<file path="src/rtl/multicycle_controller_if.sv">
// Control bus between the multicycle controller and the datapath.
// The controller is the master: it reads opcode and drives every control.
interface multicycle_controller_if;
  logic [5:0] opcode;
  logic [5:0] ALUop;
  logic [1:0] PCControl;
  logic       Call;
  logic [1:0] RegDst;
  logic       ALUSrc1;
  logic       ALUSrc2;
  logic       RegWrite;
  logic       SPWrite;
  logic       MemToOut;
  logic       PCUpdate;
  logic       MemWrite;
  logic       WriteDataSrc;
  logic       SPUpdate;
  logic [1:0] ZControl;
  logic [1:0] ZControlSP;

  modport master (
    input  opcode,
    output ALUop, PCControl, Call, RegDst, ALUSrc1, ALUSrc2, RegWrite,
           SPWrite, MemToOut, PCUpdate, MemWrite, WriteDataSrc, SPUpdate,
           ZControl, ZControlSP
  );

  modport slave (
    output opcode,
    input  ALUop, PCControl, Call, RegDst, ALUSrc1, ALUSrc2, RegWrite,
           SPWrite, MemToOut, PCUpdate, MemWrite, WriteDataSrc, SPUpdate,
           ZControl, ZControlSP
  );
endinterface

</file>
<file path="src/rtl/multicycle_controller.sv">
// Multicycle control FSM for the stack-capable datapath.
//
//   state | meaning
//   IF    | fetch/dispatch, latch opcode class (illegal ops retire here)
//   EX    | ALU execute for RTYPE/ALUI/LD/ST
//   WB    | register write-back or store, PC+4
//   SPL   | latch SP +/- 4 into ZSP
//   SPW   | write ZSP back to SP
//   ADR   | Z = SP for the stack memory address
//   MEM   | stack memory access
//   JMP   | CALL target load into PC
//   HALT  | parked until reset
//   BR    | branch compare and PC select
//
// Outputs are decoded from the registered state plus the opcode (Moore on a
// stable opcode). Stack states decode against the class latched at IF.
module multicycle_controller #(
  parameter logic [5:0] ALUOP_ADD = 6'd1,
  parameter logic [5:0] OP_HALT   = 6'h3F
) (
  input  logic                    clk,
  input  logic                    rst,
  multicycle_controller_if.master bus,
  output logic [3:0]              state,
  output logic                    halted,
  output logic                    illegal
);

  typedef enum logic [3:0] {
    S_IF   = 4'd0,
    S_EX   = 4'd1,
    S_WB   = 4'd2,
    S_SPL  = 4'd3,
    S_SPW  = 4'd4,
    S_ADR  = 4'd5,
    S_MEM  = 4'd6,
    S_JMP  = 4'd7,
    S_HALT = 4'd8,
    S_BR   = 4'd9
  } state_t;

  typedef enum logic [3:0] {
    C_NONE  = 4'd0,
    C_RTYPE = 4'd1,
    C_ALUI  = 4'd2,
    C_LD    = 4'd3,
    C_ST    = 4'd4,
    C_BR    = 4'd5,
    C_PUSH  = 4'd6,
    C_POP   = 4'd7,
    C_CALL  = 4'd8,
    C_RET   = 4'd9,
    C_HALT  = 4'd10,
    C_ILL   = 4'd11
  } cls_t;

  state_t cur;
  cls_t   cls;
  cls_t   live_cls;

  // Classify the live opcode; the halt opcode wins over any other decode.
  always_comb begin
    live_cls = C_ILL;
    if (bus.opcode == OP_HALT) begin
      live_cls = C_HALT;
    end else begin
      case (bus.opcode)
        6'd0:                   live_cls = C_RTYPE;
        6'd1, 6'd2, 6'd3:       live_cls = C_ALUI;
        6'd4:                   live_cls = C_LD;
        6'd5:                   live_cls = C_ST;
        6'd8, 6'd9, 6'd10, 6'd11: live_cls = C_BR;
        6'd12:                  live_cls = C_PUSH;
        6'd13:                  live_cls = C_POP;
        6'd14:                  live_cls = C_CALL;
        6'd15:                  live_cls = C_RET;
        default:                live_cls = C_ILL;
      endcase
    end
  end

  // State sequencing and class latch.
  always_ff @(posedge clk or negedge rst) begin
    if (!rst) begin
      cur <= S_IF;
      cls <= C_NONE;
    end else begin
      case (cur)
        S_IF: begin
          cls <= live_cls;
          case (live_cls)
            C_RTYPE, C_ALUI, C_LD, C_ST: cur <= S_EX;
            C_BR:                        cur <= S_BR;
            C_PUSH, C_CALL:              cur <= S_SPL;
            C_POP, C_RET:                cur <= S_ADR;
            C_HALT:                      cur <= S_HALT;
            default:                     cur <= S_IF;
          endcase
        end
        S_EX:  cur <= S_WB;
        S_WB:  cur <= S_IF;
        S_BR:  cur <= S_IF;
        S_SPL: cur <= S_SPW;
        S_SPW: begin
          case (cls)
            C_PUSH, C_CALL: cur <= S_ADR;
            C_RET:          cur <= S_MEM;
            default:        cur <= S_IF;
          endcase
        end
        S_ADR: cur <= (cls == C_RET) ? S_SPL : S_MEM;
        S_MEM: begin
          case (cls)
            C_CALL:  cur <= S_JMP;
            C_POP:   cur <= S_SPL;
            default: cur <= S_IF;
          endcase
        end
        S_JMP:  cur <= S_IF;
        S_HALT: cur <= S_HALT;
        default: cur <= S_IF;
      endcase
    end
  end

  // Control decode; reset low forces the idle vector without a clock edge.
  always_comb begin
    bus.ALUop        = 6'd0;
    bus.PCControl    = 2'b00;
    bus.Call         = 1'b0;
    bus.RegDst       = 2'd0;
    bus.ALUSrc1      = 1'b0;
    bus.ALUSrc2      = 1'b0;
    bus.RegWrite     = 1'b0;
    bus.SPWrite      = 1'b0;
    bus.MemToOut     = 1'b0;
    bus.PCUpdate     = 1'b0;
    bus.MemWrite     = 1'b0;
    bus.WriteDataSrc = 1'b0;
    bus.SPUpdate     = 1'b0;
    bus.ZControl     = 2'b00;
    bus.ZControlSP   = 2'b00;
    halted           = 1'b0;
    illegal          = 1'b0;
    if (rst) begin
      case (cur)
        S_IF: begin
          if (live_cls == C_ILL) begin
            bus.PCControl = 2'b01;
            illegal       = 1'b1;
          end
        end
        S_EX: begin
          bus.ZControl = 2'b10;
          case (cls)
            C_ALUI: begin
              bus.ALUop   = bus.opcode;
              bus.ALUSrc2 = 1'b1;
            end
            C_LD, C_ST: begin
              bus.ALUop   = ALUOP_ADD;
              bus.ALUSrc2 = 1'b1;
            end
            default: ;
          endcase
        end
        S_WB: begin
          bus.ZControl  = 2'b01;
          bus.PCControl = 2'b01;
          case (cls)
            C_RTYPE: begin
              bus.RegDst   = 2'd2;
              bus.MemToOut = 1'b1;
              bus.RegWrite = 1'b1;
            end
            C_ALUI: begin
              bus.RegDst   = 2'd1;
              bus.MemToOut = 1'b1;
              bus.RegWrite = 1'b1;
            end
            C_LD: begin
              bus.RegDst   = 2'd1;
              bus.RegWrite = 1'b1;
            end
            C_ST: bus.MemWrite = 1'b1;
            default: ;
          endcase
        end
        S_BR: begin
          bus.ALUop     = bus.opcode;
          bus.PCControl = 2'b01;
        end
        S_SPL: begin
          bus.ZControlSP = 2'b10;
          bus.SPUpdate   = (cls == C_POP) || (cls == C_RET);
        end
        S_SPW: begin
          bus.ZControlSP = 2'b01;
          bus.SPWrite    = 1'b1;
          if (cls == C_POP) bus.PCControl = 2'b01;
        end
        S_ADR: begin
          bus.ALUSrc1  = 1'b1;
          bus.ALUSrc2  = 1'b1;
          bus.ALUop    = ALUOP_ADD;
          bus.ZControl = 2'b10;
        end
        S_MEM: begin
          bus.ZControl = 2'b01;
          case (cls)
            C_PUSH: begin
              bus.MemWrite  = 1'b1;
              bus.PCControl = 2'b01;
            end
            C_CALL: begin
              bus.MemWrite     = 1'b1;
              bus.WriteDataSrc = 1'b1;
            end
            C_POP: begin
              bus.RegDst   = 2'd1;
              bus.RegWrite = 1'b1;
            end
            C_RET: begin
              bus.PCUpdate  = 1'b1;
              bus.PCControl = 2'b01;
            end
            default: ;
          endcase
        end
        S_JMP: begin
          bus.Call      = 1'b1;
          bus.PCControl = 2'b01;
        end
        S_HALT: halted = 1'b1;
        default: ;
      endcase
    end
  end

  assign state = cur;

endmodule

</file>
<file path="src/flat_wrapper.sv">
// flat-port wrapper written by rule: the top's interface ports become plain ports
module multicycle_controller_flat 
#(
  parameter logic [5:0] ALUOP_ADD = 6'd1,
  parameter logic [5:0] OP_HALT   = 6'h3F
)
  (clk, rst, state, halted, illegal, bus_opcode, bus_ALUop, bus_PCControl, bus_Call, bus_RegDst, bus_ALUSrc1, bus_ALUSrc2, bus_RegWrite, bus_SPWrite, bus_MemToOut, bus_PCUpdate, bus_MemWrite, bus_WriteDataSrc, bus_SPUpdate, bus_ZControl, bus_ZControlSP);
  multicycle_controller_if bus_i ();
  input  logic clk;
  input  logic rst;
  output logic [3:0] state;
  output logic halted;
  output logic illegal;
  input wire logic [$bits(bus_i.opcode)-1:0] bus_opcode;
  output wire logic [$bits(bus_i.ALUop)-1:0] bus_ALUop;
  output wire logic [$bits(bus_i.PCControl)-1:0] bus_PCControl;
  output wire logic [$bits(bus_i.Call)-1:0] bus_Call;
  output wire logic [$bits(bus_i.RegDst)-1:0] bus_RegDst;
  output wire logic [$bits(bus_i.ALUSrc1)-1:0] bus_ALUSrc1;
  output wire logic [$bits(bus_i.ALUSrc2)-1:0] bus_ALUSrc2;
  output wire logic [$bits(bus_i.RegWrite)-1:0] bus_RegWrite;
  output wire logic [$bits(bus_i.SPWrite)-1:0] bus_SPWrite;
  output wire logic [$bits(bus_i.MemToOut)-1:0] bus_MemToOut;
  output wire logic [$bits(bus_i.PCUpdate)-1:0] bus_PCUpdate;
  output wire logic [$bits(bus_i.MemWrite)-1:0] bus_MemWrite;
  output wire logic [$bits(bus_i.WriteDataSrc)-1:0] bus_WriteDataSrc;
  output wire logic [$bits(bus_i.SPUpdate)-1:0] bus_SPUpdate;
  output wire logic [$bits(bus_i.ZControl)-1:0] bus_ZControl;
  output wire logic [$bits(bus_i.ZControlSP)-1:0] bus_ZControlSP;
  assign bus_i.opcode = bus_opcode;
  assign bus_ALUop = bus_i.ALUop;
  assign bus_PCControl = bus_i.PCControl;
  assign bus_Call = bus_i.Call;
  assign bus_RegDst = bus_i.RegDst;
  assign bus_ALUSrc1 = bus_i.ALUSrc1;
  assign bus_ALUSrc2 = bus_i.ALUSrc2;
  assign bus_RegWrite = bus_i.RegWrite;
  assign bus_SPWrite = bus_i.SPWrite;
  assign bus_MemToOut = bus_i.MemToOut;
  assign bus_PCUpdate = bus_i.PCUpdate;
  assign bus_MemWrite = bus_i.MemWrite;
  assign bus_WriteDataSrc = bus_i.WriteDataSrc;
  assign bus_SPUpdate = bus_i.SPUpdate;
  assign bus_ZControl = bus_i.ZControl;
  assign bus_ZControlSP = bus_i.ZControlSP;
  multicycle_controller #(.ALUOP_ADD(ALUOP_ADD), .OP_HALT(OP_HALT)) u_core (.clk(clk), .rst(rst), .bus(bus_i), .state(state), .halted(halted), .illegal(illegal));
endmodule
</file>
<file path="config.mk">
export PLATFORM = sky130hd
export DESIGN_NAME = multicycle_controller_flat
export DESIGN_NICKNAME = d
export VERILOG_FILES = /design/src/rtl/multicycle_controller_if.sv /design/src/rtl/multicycle_controller.sv /design/src/flat_wrapper.sv
export SDC_FILE = /design/constraint.sdc
export NUM_CORES = 1
export LEC_CHECK = 0
export BUFFER_PORTS_ARGS = -buffer_cell sky130_fd_sc_hd__buf_2
export CAP_MARGIN = 20
export CELL_PAD_IN_SITES_DETAIL_PLACEMENT = 1
export CELL_PAD_IN_SITES_GLOBAL_PLACEMENT = 1
export CORE_UTILIZATION = 35
export CTS_CLUSTER_DIAMETER = 80
export DETAILED_ROUTE_END_ITERATION = 16
export HOLD_SLACK_MARGIN = 0.15
export MAX_ROUTING_LAYER = met4
export PLACE_DENSITY_LB_ADDON = 0.1
export REMOVE_ABC_BUFFERS = 1
export SYNTH_ARGS = -nofsm -noshare
export SYNTH_HDL_FRONTEND = slang
export SYNTH_SLANG_ARGS = --single-unit
</file>
<file path="constraint.sdc">
create_clock -name clk -period 4.8 [get_ports clk]
set_input_delay 1.44 -clock clk [delete_from_list [all_inputs] [get_ports clk]]
set_output_delay 1.44 -clock clk [all_outputs]
set_load 0.02 [all_outputs]
</file>
==> out/results.ini, run 1 <==
[place]
dp.cells = 199
gp_congestion = 0.8914
dp_hpwl_mm = 2.383
portBuffers = 36

[logic_synthesis]
synth_mux_area_share_pct = 2.194
synth_area_per_cell_um2 = 6.687
synth-simple-area-share_pct = 40.52
synthesis.area_um2 = 969.7
ys_warn_count = 0
yosysSeqAreaShare_pct = 20.65
synth_fa_ha_area_share_pct = 0
synth_compound_area_share_pct = 25.42
ys_ff_latch = 8
synth_cells = 145
synth_cell_types = 46
async_reset_ff_share_pct = 100.0
synth_edf_count = 0
synth_xor_area_share_pct = 1.806
synth_flop_cell = dfrtp_1
synth_top_family_by_area = simple AND/OR/NAND/NOR gates

[sta]
finalHoldViolations = 0
skew_ps = 1.291
finalSetupTns_ps = 0
slew_headroom_pct = 56.22
finalCriticalPeriod_ps = 4380
setup_viol = 0
timing.fmax_ghz = 0.2283
final_max_slew_viol_count = 0
worstMarginPinSlew_ps = 649.8
fin_crit_sh_pct = 91.26
rsz0062_at_grt = no

[status]
status = finished clean

[finish]
drive_gt1_share_pct = 27.33
nFillCells = 366
area_growth_pct = 18.84
num_antenna_cells = 0
seq_area_um2 = 200.2
multi_input_area_um2 = 681.9
layout.cells.non_filler = 202
num-nets-final = 182
final_cell_mix = 36 x buf_2, 28 x nor2_1, 17 x nand2_1
layout_commonest_cell = buf_2

[worst_setup_path]
worstSetupPathType = primary input to output port
r2r_setup_slack_ps = 2930
crit_start = bus_opcode[0]
cp-end-kind = output port
worst_ep_required_time_ps = 3360
worstSetupStartpointType = primary input
critPathSlowestCell = a2111oi_0
worstPathMaxFanout = 9
rr_startpoint = u_core.cls[1]$_DFFE_PN0P_
timing.critical_path.mode_cell = buf_2
critical-path-max-stage-delay_ps = 580
crit_chain = buf_2 -> nor2_1 -> o21ai_0 -> a31oi_1 -> a2111oi_0 -> o31a_1 -> buf_2
cp.arrival_ps = 2940

[pwr]
powerDensity_mw_per_mm2 = 419.6
p_leak_nw = 0.5799
p_switching_mw = 0.2545
pwr-share-comb_pct = 53.4
sw_frac_of_total_pct = 52.64
power_frac_clock_pct = 10.2
ir_drop_mv = 0.2171
seqPwrFrac_pct = 36.3
p_int_mw = 0.2290

[clocking]
postCtsHoldBufs = 0
clk_latency_ps = 250
cts_max_level = 1
cts_tree = yes
cts_resized = 0
clock_sinks = 8
clkTransAtPathRegs_ps = 50
postCtsSetupRepairBufs = 0
cts_buffer_depth = 2
numCtsBuffers = 3
cts_root_buf = clkbuf_4

[detailed_routing]
drtPass1Iterations = 4
ant_nets = 0
drtIter0Drc = 15
avgViaCountPerCell = 5.644
drt_wl_total_mm = 3.074
drc = 0
via_count = 1140
wl_per_cell_um = 15.22

[floorplan]
initial_core_util_pct = 38.10
dieArea_mm2 = 0.002985
rows = 18
die_h_um = 54.64
ioPinCount = 38
die_w_um = 54.64
coreArea_mm2 = 0.002545

[run]
max-cap-violations = 0

[grt]
grt_max_degree = 20
grt_pass1_vias = 990
grt_overflow = 0
grt_pass1_wl_mm = 4.802
antenna_found_initial = 0
grtUsageTotal_pct = 23.54

[worst_hold_path]
hold_path.class = flop to flop
worstHoldStart = u_core.cls[3]$_DFFE_PN0P_

-- power groups by stage --
stage	clock [mW]	sequential, mW	combinational, mW
final	0.0495	0.176	0.258
after global routing	0.0562	0.184	0.291
after CTS	0.0511	0.174	0.260
after detailed placement	0	0.176	0.258
after global placement	0	0.174	0.252
after floorplan	0	0.159	0.183
-- Yosys cell counts, drive strengths merged, types with 2 or more instances --
cell | count | area, um2
dfrtp | 8 | 200.2
buf | 7 | 42.54
a31oi | 5 | 31.28
nor4 | 4 | 25.02
nor2 | 28 | 105.1
nor3 | 2 | 10.01
o32ai | 2 | 17.52
or3b | 2 | 20.02
nor2b | 3 | 18.77
o21bai | 2 | 15.01
inv | 6 | 22.52
nand2b | 3 | 18.77
xor2 | 2 | 17.52
and3 | 3 | 18.77
nand2 | 17 | 63.81
nor4b | 2 | 17.52
or2 | 2 | 15.02
and2 | 4 | 25.02
clkbuf | 6 | 22.52
a21oi | 3 | 15.01
o21ai | 8 | 43.79
nand4 | 2 | 12.51
a22oi | 2 | 15.01
o21a | 4 | 30.03
-- final timing paths --
path / end / cells after the start
setup / recovery: bus_PCControl[0] / 7
hold / removal: u_core.cls[3]$_DFFE_PN0P_ / 2
setup reg to reg: u_core.state[2]$_DFF_PN0_ / 5
hold reg to reg: u_core.cls[3]$_DFFE_PN0P_ / 2
max in group asynchronous: u_core.cls[1]$_DFFE_PN0P_ / 2
min in group asynchronous: u_core.state[1]$_DFF_PN0_ / 2
-- worst max-delay path, delay by kind of cell --
| kind | cells | cell delay [ps] |
|---|---|---|
| buffers and inverters | 2 | 340 |
| and+or+nand+nor | 1 | 70 |
| AOI/OAI and AO/OA | 4 | 1080 |
-- per-stage QoR --
stage	cell area (um2)	hold WS [ps]	utilization, %	power (mW)	worst slack (ps)
floorplan	904.6	578.6	-	0.3427	645.5
global placement	1130	644.9	44.40	0.4260	468.1
detailed placement	1130	661.3	44.40	0.4337	401.7
CTS	1152	683.6	45.28	0.4855	394.9
global route	1152	701.6	45.28	0.5314	161.8
finish	1152	683.9	45.28	0.4836	419.6
-- area by class of cell --
cell class / instances / area share (%)
multi-input cells: 118 / 59.17
repair buffers: 37 / 16.29
well taps: 30 / 3.257
flip-flops and latches: 8 / 17.37
inverters: 6 / 1.954
clock buffers: 3 / 1.954
-- state kept, by name (all words and copies together) (netlist names) --
signal	flops
u_core.cls	4
u_core.state	4
-- routing by layer --
metal / routed length (um) / track usage [%]
met1: 1500 / 31.39
met2: 1443 / 36.75
met3: 114 / 5.000
met4: 14 / 3.846
met5: 0 / -
-- kinds of logic (layout without fill, tap and decap cells) --
logic type / count (synthesis) / after routing
AOI/OAI and AO/OA: 35 / 35
xor gates and xnor gates: 2 / 2
buffers and inverters: 19 / 46
DFF: 8 / 8
muxes: 2 / 2
other: 1 / 1
and+or+nand+nor: 78 / 78
No activity file was read; power rests on OpenSTA's default activity.
==> run 2: changes to the inputs <==
--- a/config.mk
+++ b/config.mk
@@ -14,7 +14,7 @@
 export DETAILED_ROUTE_END_ITERATION = 16
 export HOLD_SLACK_MARGIN = 0.15
 export MAX_ROUTING_LAYER = met4
-export PLACE_DENSITY_LB_ADDON = 0.1
+export PLACE_DENSITY = 0.86
 export REMOVE_ABC_BUFFERS = 1
 export SYNTH_ARGS = -nofsm -noshare
 export SYNTH_HDL_FRONTEND = slang
==> out/results.ini, run 2 (synthesis results as in run 1) <==
[status]
status = finished clean  ; unchanged

[pwr]
ir_drop_mv = 0.2306  ; was 0.2171 mV
powerDensity_mw_per_mm2 = 431.2  ; was 419.6 mW/mm2
p_leak_nw = 0.5900  ; was 0.5799 nW

[sta]
finalHoldViolations = 0  ; unchanged
rsz0062_at_grt = no  ; unchanged
fin_crit_sh_pct = 91.28  ; was 91.26%
skew_ps = 0.4057  ; was 1.291 ps
slew_headroom_pct = 58.87  ; was 56.22%
worstMarginPinSlew_ps = 610.5  ; was 649.8 ps
finalCriticalPeriod_ps = 4381  ; was 4380 ps
final_max_slew_viol_count = 0  ; unchanged
setup_viol = 0  ; unchanged
finalSetupTns_ps = 0  ; unchanged
whs_ps = 638.4  ; was 683.9 ps
timing.fmax_ghz = 0.2282  ; was 0.2283 GHz

[clocking]
numCtsBuffers = 3  ; unchanged
clock_sinks = 8  ; unchanged
clk_latency_ps = 270  ; was 250 ps
cts_buffer_depth = 2  ; unchanged
clkTransAtPathRegs_ps = 50  ; about the same
postCtsHoldBufs = 0  ; unchanged
cts_resized = 0  ; unchanged
cts_max_level = 1  ; unchanged
cts_root_buf = clkbuf_4  ; unchanged
cts_tree = yes  ; unchanged
postCtsSetupRepairBufs = 0  ; unchanged

[detailed_routing]
drc = 0  ; unchanged
drtPass1Iterations = 4  ; unchanged
via_count = 1160  ; was 1140
ant_nets = 0  ; unchanged
avgViaCountPerCell = 5.686  ; was 5.644
drt_wl_total_mm = 3.192  ; was 3.074 mm
wl_per_cell_um = 15.65  ; was 15.22 um
drtIter0Drc = 12  ; was 15

[floorplan]
initial_core_util_pct = 38.10  ; unchanged
die_h_um = 54.64  ; unchanged
coreArea_mm2 = 0.002545  ; unchanged
dieArea_mm2 = 0.002985  ; unchanged
die_w_um = 54.64  ; unchanged
ioPinCount = 38  ; unchanged
rows = 18  ; unchanged

[worst_setup_path]
rr_startpoint = u_core.cls[1]$_DFFE_PN0P_  ; unchanged
r2r_cells = 5  ; unchanged
worst_ep_required_time_ps = 3360  ; about the same
r2r_setup_slack_ps = 2880  ; was 2930 ps
cp-end-kind = output port  ; unchanged
worstSetupPathType = primary input to output port  ; unchanged
worst-path-buf-inv = 2  ; unchanged
critical-path-max-stage-delay_ps = 460  ; was 580 ps
worstSetupStartpointType = primary input  ; unchanged
r2r_end = u_core.state[2]$_DFF_PN0_  ; unchanged
worstPathMaxFanout = 9  ; unchanged
crit_family = simple AND/OR/NAND/NOR gates  ; was compound AO/OA/AOI/OAI gates
critPathSlowestCell = or3b_2  ; was a2111oi_0
cp.arrival_ps = 2940  ; about the same
crit_chain = buf_2 -> nor2_1 -> nor2_1 -> a22oi_1 -> or3b_2 -> a221oi_1 -> buf_2  ; was buf_2 -> nor2_1 -> o21ai_0 -> a31oi_1 -> a2111oi_0 -> o31a_1 -> buf_2

[grt]
grt_pass1_vias = 1057  ; was 990
antenna_found_initial = 0  ; unchanged
grt_pass1_wl_mm = 4.919  ; was 4.802 mm
grt_overflow = 0  ; unchanged
grtUsageTotal_pct = 24.26  ; was 23.54%
grt_max_degree = 20  ; unchanged

[finish]
drive_gt1_share_pct = 28.16  ; was 27.33%
final_cell_area_mm2 = 0.001167  ; was 0.001152 mm2
final_cell_mix = 36 x buf_2, 28 x nor2_1, 17 x nand2_1  ; unchanged
num-nets-final = 184  ; was 182
area_growth_pct = 20.39  ; was 18.84%
layout_commonest_cell = buf_2  ; unchanged
num_antenna_cells = 0  ; unchanged
nFillCells = 346  ; was 366

[place]
portBuffers = 36  ; unchanged
dp_hpwl_mm = 2.450  ; was 2.383 mm
gp_congestion = 0.8720  ; was 0.8914
placed_area_mm2 = 0.001145  ; was 0.001130 mm2

[worst_hold_path]
hold_path_depth = 2  ; unchanged
min_to = u_core.cls[3]$_DFFE_PN0P_  ; unchanged
worstHoldStart = u_core.cls[3]$_DFFE_PN0P_  ; unchanged
hold_path.class = flop to flop  ; unchanged

[run]
max-cap-violations = 0  ; unchanged

==> run 2: how the worst max path moves through the flow <==
stage	from	end	slack, ps	cells past startpoint
6_report	bus_opcode[0]	bus_ALUop[0]	420	7
5_1_grt	bus_opcode[0]	illegal	280	8
4_1_cts	bus_opcode[0]	bus_ALUop[0]	410	7
3_5_place_dp	bus_opcode[0]	bus_ALUop[0]	420	7
3_3_place_gp	bus_opcode[0]	illegal	490	8
2_1_floorplan	bus_opcode[0]	bus_ALUop[0]	650	5
==> run 2: cell type report <==
| type | count | area, um2 | share of cell area, % |
|---|---|---|---|
| Multi-Input combinational cell | 118 | 681.9 | 58.41 |
| Timing Repair Buffer | 39 | 202.7 | 17.36 |
| Sequential cell | 8 | 200.2 | 17.15 |
| Tap cell | 30 | 37.54 | 3.215 |
| Clock buffer | 3 | 22.52 | 1.929 |
| Inverter | 6 | 22.52 | 1.929 |
==> run 2: tightest hold or removal path: cells and delay by family, from the launching register on <==
kind	cells	cell delay, ps
AO/OA/AOI/OAI	1	40
flip-flops	1	430
AND/OR/NAND/NOR	1	120
==> run 2: metal layers <==
metal / GRT usage [%] / up-vias / share of wire [%]
met5: - / - / 0
met4: 10.26 / 0 / 1.7
met3: 2.500 / 7 / 4.7
met2: 38.96 / 43 / 49
met1: 30.60 / 541 / 45
li1: - / 569 / -
==> run 2: through the flow <==
stage | instances | util [%] | worst slack, ps | power (mW)
2_1_floorplan | 132 | - | 645.5 | 0.3427
3_3_place_gp | 201 | 44.99 | 490.9 | 0.4332
3_5_place_dp | 201 | 44.99 | 417.8 | 0.4482
4_1_cts | 204 | 45.87 | 410.8 | 0.5032
5_1_grt | 204 | 45.87 | 276.1 | 0.5430
6_report | 204 | 45.87 | 418.6 | 0.5034
==> run 2: power breakdown <==
| group | internal [mW] | total (mW) | switching [mW] |
|---|---|---|---|
| combinational | 0.117 | 0.272 | 0.155 |
| clock | 0.0287 | 0.0534 | 0.0247 |
| sequential | 0.0894 | 0.178 | 0.0884 |
| total | 0.235 | 0.503 | 0.268 |
==> run 3: changes to the inputs <==
--- a/config.mk
+++ b/config.mk
@@ -9,6 +9,7 @@
 export CAP_MARGIN = 20
 export CELL_PAD_IN_SITES_DETAIL_PLACEMENT = 1
 export CELL_PAD_IN_SITES_GLOBAL_PLACEMENT = 1
+export CORE_MARGIN = 2
 export CORE_UTILIZATION = 35
 export CTS_CLUSTER_DIAMETER = 80
 export DETAILED_ROUTE_END_ITERATION = 16
==> out/results.ini, run 3 (synthesis results as in run 1) <==
[finish]
layout_commonest_cell = buf_2  ; unchanged
seq_area_um2 = 200.2  ; unchanged
multi_input_area_um2 = 681.9  ; unchanged
drive_gt1_share_pct = 27.33  ; was 28.16%
num-nets-final = 182  ; was 184
fin_util_pct = 42.94  ; was 45.87%
num_antenna_cells = 0  ; unchanged
final_cell_mix = 36 x buf_2, 28 x nor2_1, 17 x nand2_1  ; unchanged
final_cell_area_mm2 = 0.001154  ; was 0.001167 mm2
nFillCells = 362  ; was 346
area_growth_pct = 18.97  ; was 20.39%

[worst_setup_path]
critical-path-max-stage-delay_ps = 520  ; was 460 ps
cp.depth = 7  ; unchanged
worst_ep_required_time_ps = 3360  ; about the same
worstSetupPathType = primary input to output port  ; unchanged
r2r_cells = 5  ; unchanged
worstPathMaxFanout = 9  ; unchanged
r2r_setup_slack_ps = 2930  ; was 2880 ps
cp.arrival_ps = 2910  ; was 2940 ps
r2r_end = u_core.state[1]$_DFF_PN0_  ; was u_core.state[2]$_DFF_PN0_
timing.critical_path.mode_cell = buf_2
worst-path-buf-inv = 2  ; unchanged
rr_startpoint = u_core.cls[1]$_DFFE_PN0P_  ; unchanged
cp-end-kind = output port  ; unchanged
critPathSlowestCell = a2111oi_0  ; was or3b_2
crit_chain = buf_2 -> nor2_1 -> o21ai_0 -> a31oi_1 -> a2111oi_0 -> o31a_1 -> buf_2  ; was buf_2 -> nor2_1 -> nor2_1 -> a22oi_1 -> or3b_2 -> a221oi_1 -> buf_2
crit_family = compound AO/OA/AOI/OAI gates  ; was simple AND/OR/NAND/NOR gates
worstSetupStartpointType = primary input  ; unchanged

[place]
portBuffers = 36  ; unchanged
dp_slack_ps = 466.2  ; was 417.8 ps
gp_congestion = 0.9035  ; was 0.8720
dp_hpwl_mm = 2.509  ; was 2.450 mm
placed_area_mm2 = 0.001131  ; was 0.001145 mm2

[sta]
timing.fmax_ghz = 0.2299  ; was 0.2282 GHz
finalCriticalPeriod_ps = 4349  ; was 4381 ps
worstMarginPinSlew_ps = 625.1  ; was 610.5 ps
setup_viol = 0  ; unchanged
rsz0062_at_grt = no  ; unchanged
fin_crit_sh_pct = 90.60  ; was 91.28%
finalHoldViolations = 0  ; unchanged
layout_setup_ws_ps = 451.1  ; was 418.6 ps
finalSetupTns_ps = 0  ; unchanged
skew_ps = 1.251  ; was 0.4057 ps
slew_headroom_pct = 57.89  ; was 58.87%
final_max_slew_viol_count = 0  ; unchanged

[detailed_routing]
avgViaCountPerCell = 5.709  ; was 5.686
via_count = 1159  ; was 1160
drtIter0Drc = 23  ; was 12
wl_per_cell_um = 15.67  ; was 15.65 um
drtPass1Iterations = 4  ; unchanged
ant_nets = 0  ; unchanged
drc = 0  ; unchanged
drt_wl_total_mm = 3.180  ; was 3.192 mm

[floorplan]
die_w_um = 56.64  ; was 54.64 um
die_h_um = 56.64  ; was 54.64 um
ioPinCount = 38  ; unchanged
dieArea_mm2 = 0.003208  ; was 0.002985 mm2
coreArea_mm2 = 0.002686  ; was 0.002545 mm2
initial_core_util_pct = 36.10  ; was 38.10%
rows = 19  ; was 18

[pwr]
p_int_mw = 0.2293  ; was 0.2351 mW
p_switching_mw = 0.2588  ; was 0.2683 mW
sw_frac_of_total_pct = 53.03  ; was 53.30%
ir_drop_mv = 0.1991  ; was 0.2306 mV
powerDensity_mw_per_mm2 = 423.1  ; was 431.2 mW/mm2
power_frac_clock_pct = 10.6  ; about the same
seqPwrFrac_pct = 35.5  ; was 35.3%
power_mw = 0.4881  ; was 0.5034 mW
p_leak_nw = 0.5799  ; was 0.5900 nW
pwr-share-comb_pct = 53.9  ; was 54.1%

[grt]
antenna_found_initial = 0  ; unchanged
grt_overflow = 0  ; unchanged
grt_max_degree = 20  ; unchanged
grt_pass1_vias = 1117  ; was 1057
grtUsageTotal_pct = 21.10  ; was 24.26%
grt_pass1_wl_mm = 5.237  ; was 4.919 mm

[clocking]
numCtsBuffers = 3  ; unchanged
clock_sinks = 8  ; unchanged
cts_buffer_depth = 2  ; unchanged
cts_tree = yes  ; unchanged
postCtsSetupRepairBufs = 0  ; unchanged
postCtsHoldBufs = 0  ; unchanged
cts_max_level = 1  ; unchanged
cts_root_buf = clkbuf_4  ; unchanged
clkTransAtPathRegs_ps = 50  ; about the same
cts_resized = 0  ; unchanged
clk_latency_ps = 260  ; was 270 ps

[run]
max-cap-violations = 0  ; unchanged

[worst_hold_path]
worstHoldStart = u_core.cls[2]$_DFFE_PN0P_  ; was u_core.cls[3]$_DFFE_PN0P_
hold_path.class = flop to flop  ; unchanged
min_to = u_core.cls[2]$_DFFE_PN0P_  ; was u_core.cls[3]$_DFFE_PN0P_
hold_path_depth = 2  ; unchanged

[status]
status = finished clean  ; unchanged

## run 3: metal layers
metal | part of all wire, % | vias up | GRT usage [%]
met5 | 0 | - | -
li1 | - | 566 | -
met1 | 43 | 543 | 26.17
met2 | 50 | 44 | 35.22
met4 | 1.9 | 0 | 8.163
met3 | 4.6 | 6 | 2.074
## run 3: worst register-to-register path: cells and delay by family, from the launching register on
family / cells / cell delay (ps)
AO/OA/AOI/OAI: 1 / 260
AND/OR/NAND/NOR: 4 / 980
flip-flops: 1 / 510
## run 3: cell type report
type	count	share of cell area, %
clock buffers	3	1.952
inverters	6	1.952
flip-flops and latches	8	17.35
multi-input cells	118	59.11
repair buffers	37	16.27
well taps	31	3.362
## run 3: worst max path at each step
stage	from	to	slack [ps]
floorplan	bus_opcode[0]	bus_ALUop[0]	650
global placement	bus_opcode[0]	bus_ALUop[0]	520
detailed placement	bus_opcode[0]	bus_PCControl[0]	470
CTS	bus_opcode[0]	bus_PCControl[0]	470
global route	bus_opcode[0]	bus_PCControl[0]	260
finish	bus_opcode[0]	bus_PCControl[0]	450
## run 3: metrics by stage
stage               hold slack, ps  cells
floorplan                    578.6    132
global placement             630.9    200
detailed placement           667.7    200
CTS                          671.2    203
global route                 712.2    203
finish                       665.2    203
## run 3: power groups by stage
| stage | Clock [mW] | Combinational [mW] | Sequential, mW |
|---|---|---|---|
| after floorplan | 0 | 0.183 | 0.159 |
| after global placement | 0 | 0.254 | 0.171 |
| after detailed placement | 0 | 0.264 | 0.173 |
| after CTS | 0.0533 | 0.265 | 0.172 |
| after global routing | 0.0589 | 0.289 | 0.181 |
| final | 0.0517 | 0.263 | 0.173 |
